--- src/rtl/shift_seq.sv ---
// rtl/shift_seq.sv - sequencer driving a 4-bit shift register through load/shift/done phases
module shift_seq (
  input  logic       clk,
  input  logic       clr,
  input  logic       start,
  input  logic       load,
  input  logic       dir,
  input  logic [1:0] mode,
  input  logic [1:0] amt,
  input  logic [3:0] operand,
  input  logic [3:0] q,
  output logic [1:0] c,
  output logic [3:0] data_in,
  output logic       carry_msb,
  output logic       carry_lsb,
  output logic       busy,
  output logic       done
);

  typedef enum logic [1:0] {
    S_IDLE  = 2'd0,
    S_LOAD  = 2'd1,
    S_SHIFT = 2'd2,
    S_DONE  = 2'd3
  } state_t;

  localparam logic [1:0] C_HOLD  = 2'b00;
  localparam logic [1:0] C_RIGHT = 2'b01;
  localparam logic [1:0] C_LEFT  = 2'b10;
  localparam logic [1:0] C_LOAD  = 2'b11;

  localparam logic [1:0] M_ROTATE = 2'b01;
  localparam logic [1:0] M_ARITH  = 2'b10;

  state_t     state, state_nx;
  logic [1:0] cnt, cnt_nx;
  logic       dir_r;
  logic [1:0] mode_r;
  logic [3:0] operand_r;
  logic       accept;

  // A command is only taken while idle; start in any other state is dropped.
  assign accept = (state == S_IDLE) && start;

  // State and remaining-shift counter.
  always_ff @(posedge clk or posedge clr) begin
    if (clr) begin
      state <= S_IDLE;
      cnt   <= 2'd0;
    end else begin
      state <= state_nx;
      cnt   <= cnt_nx;
    end
  end

  // Command fields are frozen at acceptance so later input changes are harmless.
  always_ff @(posedge clk or posedge clr) begin
    if (clr) begin
      dir_r     <= 1'b0;
      mode_r    <= 2'b00;
      operand_r <= 4'b0000;
    end else if (accept) begin
      dir_r     <= dir;
      mode_r    <= mode;
      operand_r <= operand;
    end
  end

  // Next state; the counter is seeded with amt and LOAD uses it to pick SHIFT or DONE.
  always_comb begin
    state_nx = state;
    cnt_nx   = cnt;
    case (state)
      S_IDLE: begin
        if (start) begin
          cnt_nx = amt;
          if (load)              state_nx = S_LOAD;
          else if (amt != 2'd0)  state_nx = S_SHIFT;
          else                   state_nx = S_DONE;
        end
      end
      S_LOAD: begin
        state_nx = (cnt != 2'd0) ? S_SHIFT : S_DONE;
      end
      S_SHIFT: begin
        cnt_nx = cnt - 2'd1;
        if (cnt <= 2'd1) state_nx = S_DONE;
      end
      S_DONE: begin
        state_nx = S_IDLE;
      end
      default: begin
        state_nx = S_IDLE;
        cnt_nx   = 2'd0;
      end
    endcase
  end

  // Moore decode of the shift-register controls; serial bits come from the fed-back q.
  always_comb begin
    c         = C_HOLD;
    busy      = 1'b0;
    done      = 1'b0;
    carry_msb = 1'b0;
    carry_lsb = 1'b0;
    case (state)
      S_LOAD: begin
        c    = C_LOAD;
        busy = 1'b1;
      end
      S_SHIFT: begin
        busy = 1'b1;
        if (dir_r) begin
          c         = C_LEFT;
          // Arithmetic left is identical to logical left.
          carry_lsb = (mode_r == M_ROTATE) ? q[3] : 1'b0;
        end else begin
          c = C_RIGHT;
          case (mode_r)
            M_ROTATE: carry_msb = q[0];
            M_ARITH:  carry_msb = q[3];
            default:  carry_msb = 1'b0;
          endcase
        end
      end
      S_DONE: begin
        done = 1'b1;
      end
      default: begin
        c = C_HOLD;
      end
    endcase
  end

  assign data_in = operand_r;

endmodule

--- config.mk ---
export PLATFORM = sky130hd
export DESIGN_NAME = shift_seq
export DESIGN_NICKNAME = d
export VERILOG_FILES = /design/src/rtl/shift_seq.sv
export SDC_FILE = /design/constraint.sdc
export NUM_CORES = 1
export LEC_CHECK = 0
export ABC_AREA = 1
export BUFFER_PORTS_ARGS = -buffer_cell sky130_fd_sc_hd__buf_2
export CAP_MARGIN = 30
export CORE_AREA = 2 2 41 43
export DETAILED_ROUTE_END_ITERATION = 10
export DIE_AREA = 0 0 43 45
export GPL_ROUTABILITY_DRIVEN = 0
export PLACE_DENSITY = 0.78
export SETUP_SLACK_MARGIN = 0.1
export SLEW_MARGIN = 25
export SYNTH_ARGS = -nofsm -noshare
export SYNTH_HDL_FRONTEND = slang
export SYNTH_SLANG_ARGS = --single-unit
--- constraint.sdc ---
create_clock -name clk -period 2.85 [get_ports clk]
set_input_delay 0.285 -clock clk [delete_from_list [all_inputs] [get_ports clk]]
set_output_delay 0.285 -clock clk [all_outputs]
set_load 0.05 [all_outputs]
==> results of run 1 <==
[registers in the layout, indices dropped and copies added, names as in the netlist]
signal   flops
data_in      4
cnt          2
state        2
mode_r       2
dir_r        1
[critical path: stages, from the launching register on]
cell	delay, ps
dfrtp_1	410
inv_1	100
ha_1	240
nand2_1	100
a211oi_1	170
buf_2	300
[synth_stat cells]
library cell and n:
buf_6 2, o21ai_1 3, a21oi_2 3, nand2_1 26
nor2_1 2, nand2_2 1, a211oi_1 1, o21ai_2 2
inv_2 2, o21ai_0 4, ha_1 8, a21oi_1 2
dfrtp_1 11, nand3_1 5, nor2_2 3, inv_1 14
[worst max-delay path by stage]
stage	depth (start not counted)	slack [ps]	endpoint
4_1_cts	5	960	carry_msb
6_report	5	990	carry_msb
3_3_place_gp	5	1300	carry_msb
2_1_floorplan	4	650	carry_msb
3_5_place_dp	5	1250	carry_msb
5_1_grt	5	870	carry_msb
[logic make-up (layout without fill, tap and decap cells)]
group | count (synthesis) | in the layout | share of synthesized area, %
AOI/OAI and AO/OA | 15 | 15 | 13.6
adders and majority gates | 8 | 8 | 14.1
and+or+nand+nor | 37 | 37 | 21.9
buffers and inverters | 18 | 44 | 11.6
DFF | 11 | 11 | 38.8
[per-layer routing]
layer / vias to the layer above / global-route usage, % / routed length [um]
met5: - / 0 / 0
met4: 0 / 5.45 / 0
met3: 0 / 4.80 / 71
met2: 18 / 28.5 / 694
met1: 271 / 17.8 / 569
li1: 327 / - / -
[cell type report]
type | instances | area (um^2)
Inverter | 16 | 60.1
Sequential cell | 11 | 275
Multi-Input combinational cell | 60 | 352
Clock buffer | 4 | 26.3
Fill cell | 159 | 618
Timing Repair Buffer | 24 | 120
Tap cell | 16 | 20.0
[report_power, final]
part | switching [mW] | internal [mW]
clock | 0.0448 | 0.0539
sequential | 0.0459 | 0.233
combinational | 0.517 | 0.194
total | 0.608 | 0.481
==> run_results.csv, run 1 <==
group,metric,value,unit
yosys,ys_ff_latch,11,
placement,port_buffers,24,
clock_tree,clk_path_buf_depth,2,
critical_path,r2r-end,"cnt[1]$_DFFE_PP0P_",
clock_tree,cts_max_level,1,
yosys,synth_area_leaders,"dfrtp_1, ha_1, nand2_1, inv_1, a21oi_2",
die,ios,27,
timing,slew_headroom,73.3,%
detailed_routing,dr.pass1.iters,4,
clock_tree,numCtsBuffers,3,
clock_tree,clk_latency,250,ps
detailed_routing,vias_per_cell,4.70,
yosys,syn_area_per_cell,7.97,um^2
yosys,syn_nets,114,
final_layout,fin_cells,131,
critical_path,reg2reg_slack,1310,ps
detailed_routing,final_antenna_net_count,0,
die,rows,14,
yosys,yosysWarningCount,0,
die,die_w,43,um
timing,hold_violations,0,
die,die_h,45,um
placement,place_area,827,um^2
final_layout,n_antenna_cell,0,
timing,setup_ws,986,ps
critical_path,critPathKind,"flop to output port",
global_routing,antenna_found_initial,0,
final_layout,nets,141,
timing,fin_setup_tns,0,ps
timing,fmax,536,MHz
critical_path,end_kind,"output port",
global_routing,grt_pass1_vias,604,
critical_path,crit_start,"state[0]$_DFFE_PP0P_",
global_routing,grt_pass1_wl,2.25,mm
placement,dp_slack,1250,ps
final_layout,area_delta_synth_final,20.3,%
critical_path,cp.arrival,1580,ps
final_layout,fin_util,58.0,%
final_layout,drive_gt1_share,33.0,%
critical_path,r2r-start,"state[0]$_DFFE_PP0P_",
critical_path,cp_max_fo,4,
timing,period_share,65.4,%
yosys,yosys.area.top_type_share,38.8,%
power_and_ir_drop,leakagePower,0.491,nW
yosys,syn-cell-area,709,um^2
global_routing,grt_overflow,0,
critical_path,r2r_cells,6,
global_routing,grt.total_usage,15.8,%
clock_tree,clk_root_buffer_cell,"clkbuf_4",
clock_tree,cts.reportedPaths.clkPinSlew,60,ps
clock_tree,cts_resized,0,
die,core_region_area,1470,um^2
clock_tree,cts_tree,"built",
die,die_area,1940,um^2
placement,placed_cells,127,
clock_tree,clock_sinks,11,
critical_path,crit_required,2570,ps
detailed_routing,routed_wl,1.34,mm
timing,setup_viol,0,
worst_hold_path,hp-class,"primary input to asynchronous set/reset pin",
detailed_routing,num_vias,616,
yosys,ys_seq_area_share,38.8,%
final_layout,final_cell_mix,"nand2_1, buf_2, inv_1",
status,outcome,"completed",
timing,tightestPinTransition,401,ps
yosys,yosysTopAreaCell,"dfrtp_1",
power_and_ir_drop,ir_drop,581,uV
final_layout,mostFrequentLayoutCell,"nand2_1",
timing,rsz0062_at_grt,"no",
yosys,netlist-cell-type-count,16,
final_layout,stdcell_area,853,um^2
yosys,syn-instance-count,89,
detailed_routing,drtIter0Drc,8,
power_and_ir_drop,total_power,1.09,mW
die,initial_utilization,48.2,%
timing,period_needed,1860,ps
placement,dp_hpwl,1.12,mm
timing,slew_violations,0,
timing,worst_hold_slack,1.33,ps
detailed_routing,drc,0,
critical_path,crit_path_start_kind,"flop",
flow_run,drv_cap,0,
global_routing,grt_max_degree,12,
clock_tree,cts_hold_buf,0,
power_and_ir_drop,powerDensity,1280,nW/um^2
clock_tree,cts_setup_buffers,0,
timing,finClkSkew,2.32,ps
detailed_routing,wl_per_cell,10.2,um
No activity file was read; power rests on OpenSTA's default activity.
==> run 2, diff against run 1 <==
Settings changed: CORE_AREA 2 2 41 43 to 2 2 45 47, DIE_AREA 0 0 43 45 to 0 0 47 49, PLACE_DENSITY 0.78 to 0.69.
Clock period 2.85 ns to 1.6 ns, I/O delays scaled along.
==> run 2 against run 1 <==
Net effect: register-to-register slack lost 1100 ps; setup slack worse by 950 ps; design area is 31% higher; first-iteration DRC count fell by 88%; power is 140% higher; die area grew 19%; clock skew barely moved; largest power group unchanged; final cell count rose by 16%.
==> run_results.csv, run 2 (synthesis results as in run 1) <==
group,metric,value,unit
flow_run,drv_cap,0,
critical_path,crit_top_cell,"buf_6",
critical_path,crit_chain,"buf_6 -> ha_4 -> a211oi_4 -> buf_6",
power_and_ir_drop,ir_drop,906,uV
critical_path,crit_path_start_kind,"flop",
final_layout,n_antenna_cell,0,
critical_path,critPathSlowestCell,"dfrtp_1",
critical_path,slowest_delay,400,ps
die,die_h,49,um
global_routing,grt_max_degree,12,
detailed_routing,routed_wl,1.69,mm
final_layout,area_delta_synth_final,57.1,%
critical_path,crit_family,"flip-flops",
worst_hold_path,hp-class,"primary input to flop",
die,die_area,2300,um^2
critical_path,critPathKind,"flop to output port",
timing,worst_hold_slack,105,ps
critical_path,crit_required,1440,ps
die,rows,16,
die,core_region_area,1840,um^2
power_and_ir_drop,leakagePower,0.559,nW
die,ios,27,
final_layout,stdcell_area,1110,um^2
clock_tree,cts.reportedPaths.clkPinSlew,70,ps
timing,setup_viol,0,
clock_tree,clk_path_buf_depth,2,
timing,fmax,640,MHz
timing,period_needed,1560,ps
detailed_routing,drtIter0Drc,1,
clock_tree,clock_sinks,11,
global_routing,antenna_found_initial,0,
clock_tree,numCtsBuffers,3,
global_routing,grt_overflow,0,
status,outcome,"completed",
final_layout,fin_cells,152,
clock_tree,cts_max_level,1,
final_layout,largest_reg_flops,4,
timing,hold_violations,0,
critical_path,cp_max_fo,2,
final_layout,nets,151,
placement,place_area,896,um^2
clock_tree,clk_latency,270,ps
power_and_ir_drop,powerDensity,2370,nW/um^2
final_layout,fin_util,60.5,%
detailed_routing,drc,0,
global_routing,grt_pass1_wl,2.56,mm
final_layout,mostFrequentLayoutCell,"nand2_1",
timing,period_share,97.7,%
critical_path,end_kind,"output port",
detailed_routing,final_antenna_net_count,0,
placement,dp_hpwl,1.12,mm
die,die_w,47,um
timing,slew_violations,0,
final_layout,drive_gt1_share,53.6,%
timing,slew_headroom,69.8,%
critical_path,cp.arrival,1400,ps
detailed_routing,num_vias,695,
timing,rsz0062_at_grt,"yes",
final_layout,final_cell_mix,"nand2_1, buf_2, dfrtp_1",
detailed_routing,dr.pass1.iters,2,
global_routing,grt.total_usage,16.0,%
timing,finClkSkew,2.15,ps
detailed_routing,wl_per_cell,11.1,um
placement,placed_cells,140,
timing,tightestPinTransition,452,ps
critical_path,crit_buf_inv,2,
clock_tree,cts_tree,"built",
die,initial_utilization,38.5,%
detailed_routing,vias_per_cell,4.57,
placement,port_buffers,24,
global_routing,grt_pass1_vias,670,
clock_tree,clk_root_buffer_cell,"clkbuf_4",
## run 2: cell types whose count changed in the layout (fill, tap and decap cells not counted), moves of 2 or more
cell | before | now
inv_2 | 2 | 5
nand2_2 | 1 | 3
ha_1 | 8 | 3
buf_2 | 24 | 20
inv_4 | 0 | 3
buf_6 | 0 | 4
o21ai_0 | 4 | 2
ha_4 | 0 | 5
a21oi_4 | 0 | 2
a21oi_1 | 2 | 0
buf_4 | 0 | 7
nand2_1 | 26 | 23
inv_1 | 14 | 8
## run 2: path summary, 6_finish.rpt
check	startpoint	slack [ps]	depth (start not counted)	endpoint
worst max register to register	state[1]$_DFFE_PP0P_	190	8	cnt[0]$_DFFE_PP0P_
min in group asynchronous	clr	460	3	mode_r[1]$_DFFE_PP0P_
worst max-delay path	mode_r[1]$_DFFE_PP0P_	40	4	carry_msb
max in group asynchronous	clr	810	3	state[1]$_DFFE_PP0P_
worst min register to register	data_in[2]$_DFFE_PP0P_	480	2	data_in[2]$_DFFE_PP0P_
worst min-delay path	operand[3]	110	3	data_in[3]$_DFFE_PP0P_
## run 2: through the flow
stage	setup slack, ps	TNS [ps]	power (mW)
6_report	36.9	0	2.64
5_1_grt	-20.2	-20.2	2.83
4_1_cts	29.4	0	2.44
3_5_place_dp	106	0	1.93
3_3_place_gp	161	0	1.90
2_1_floorplan	33.6	0	1.69
## run 2: layout make-up
class                      count  area (um^2)
sequential                    11          277
fill                         165          727
inverter                      16         67.6
timing repair buffer          34          243
tap                           27         33.8
multi-input combinational     60          468
clock buffer                   4         26.3
## run 2: timing repair
item / in CTS / in global routing
pin swaps: 3 / 3
endpoints found under the setup margin: 5 / 5
resized for setup: 24 / 11
hold endpoints to repair: 11 / 0
buffers inserted: 5 / 2
hold buffers: 1 / 0
## run 2: per-layer routing
metal	vias up	track usage [%]	share of wire (%)
met5	-	0	0
met3	2	6.67	3.0
met1	334	13.4	37
li1	347	-	-
met4	0	4.17	0.83
met2	12	31.5	59
## run 2: power breakdown
group          internal (mW)  leakage [nW]  switching, mW  total (mW)
Sequential             0.418         0.130          0.103       0.521
Clock                 0.0965        0.0150         0.0948       0.191
Combinational          0.744         0.414           1.18        1.93
Total                   1.26         0.559           1.38        2.64
## run 2: tightest hold or removal path, stage by stage
cell	delay, ps
buf_2	70
nand3_1	50
nand2_1	60
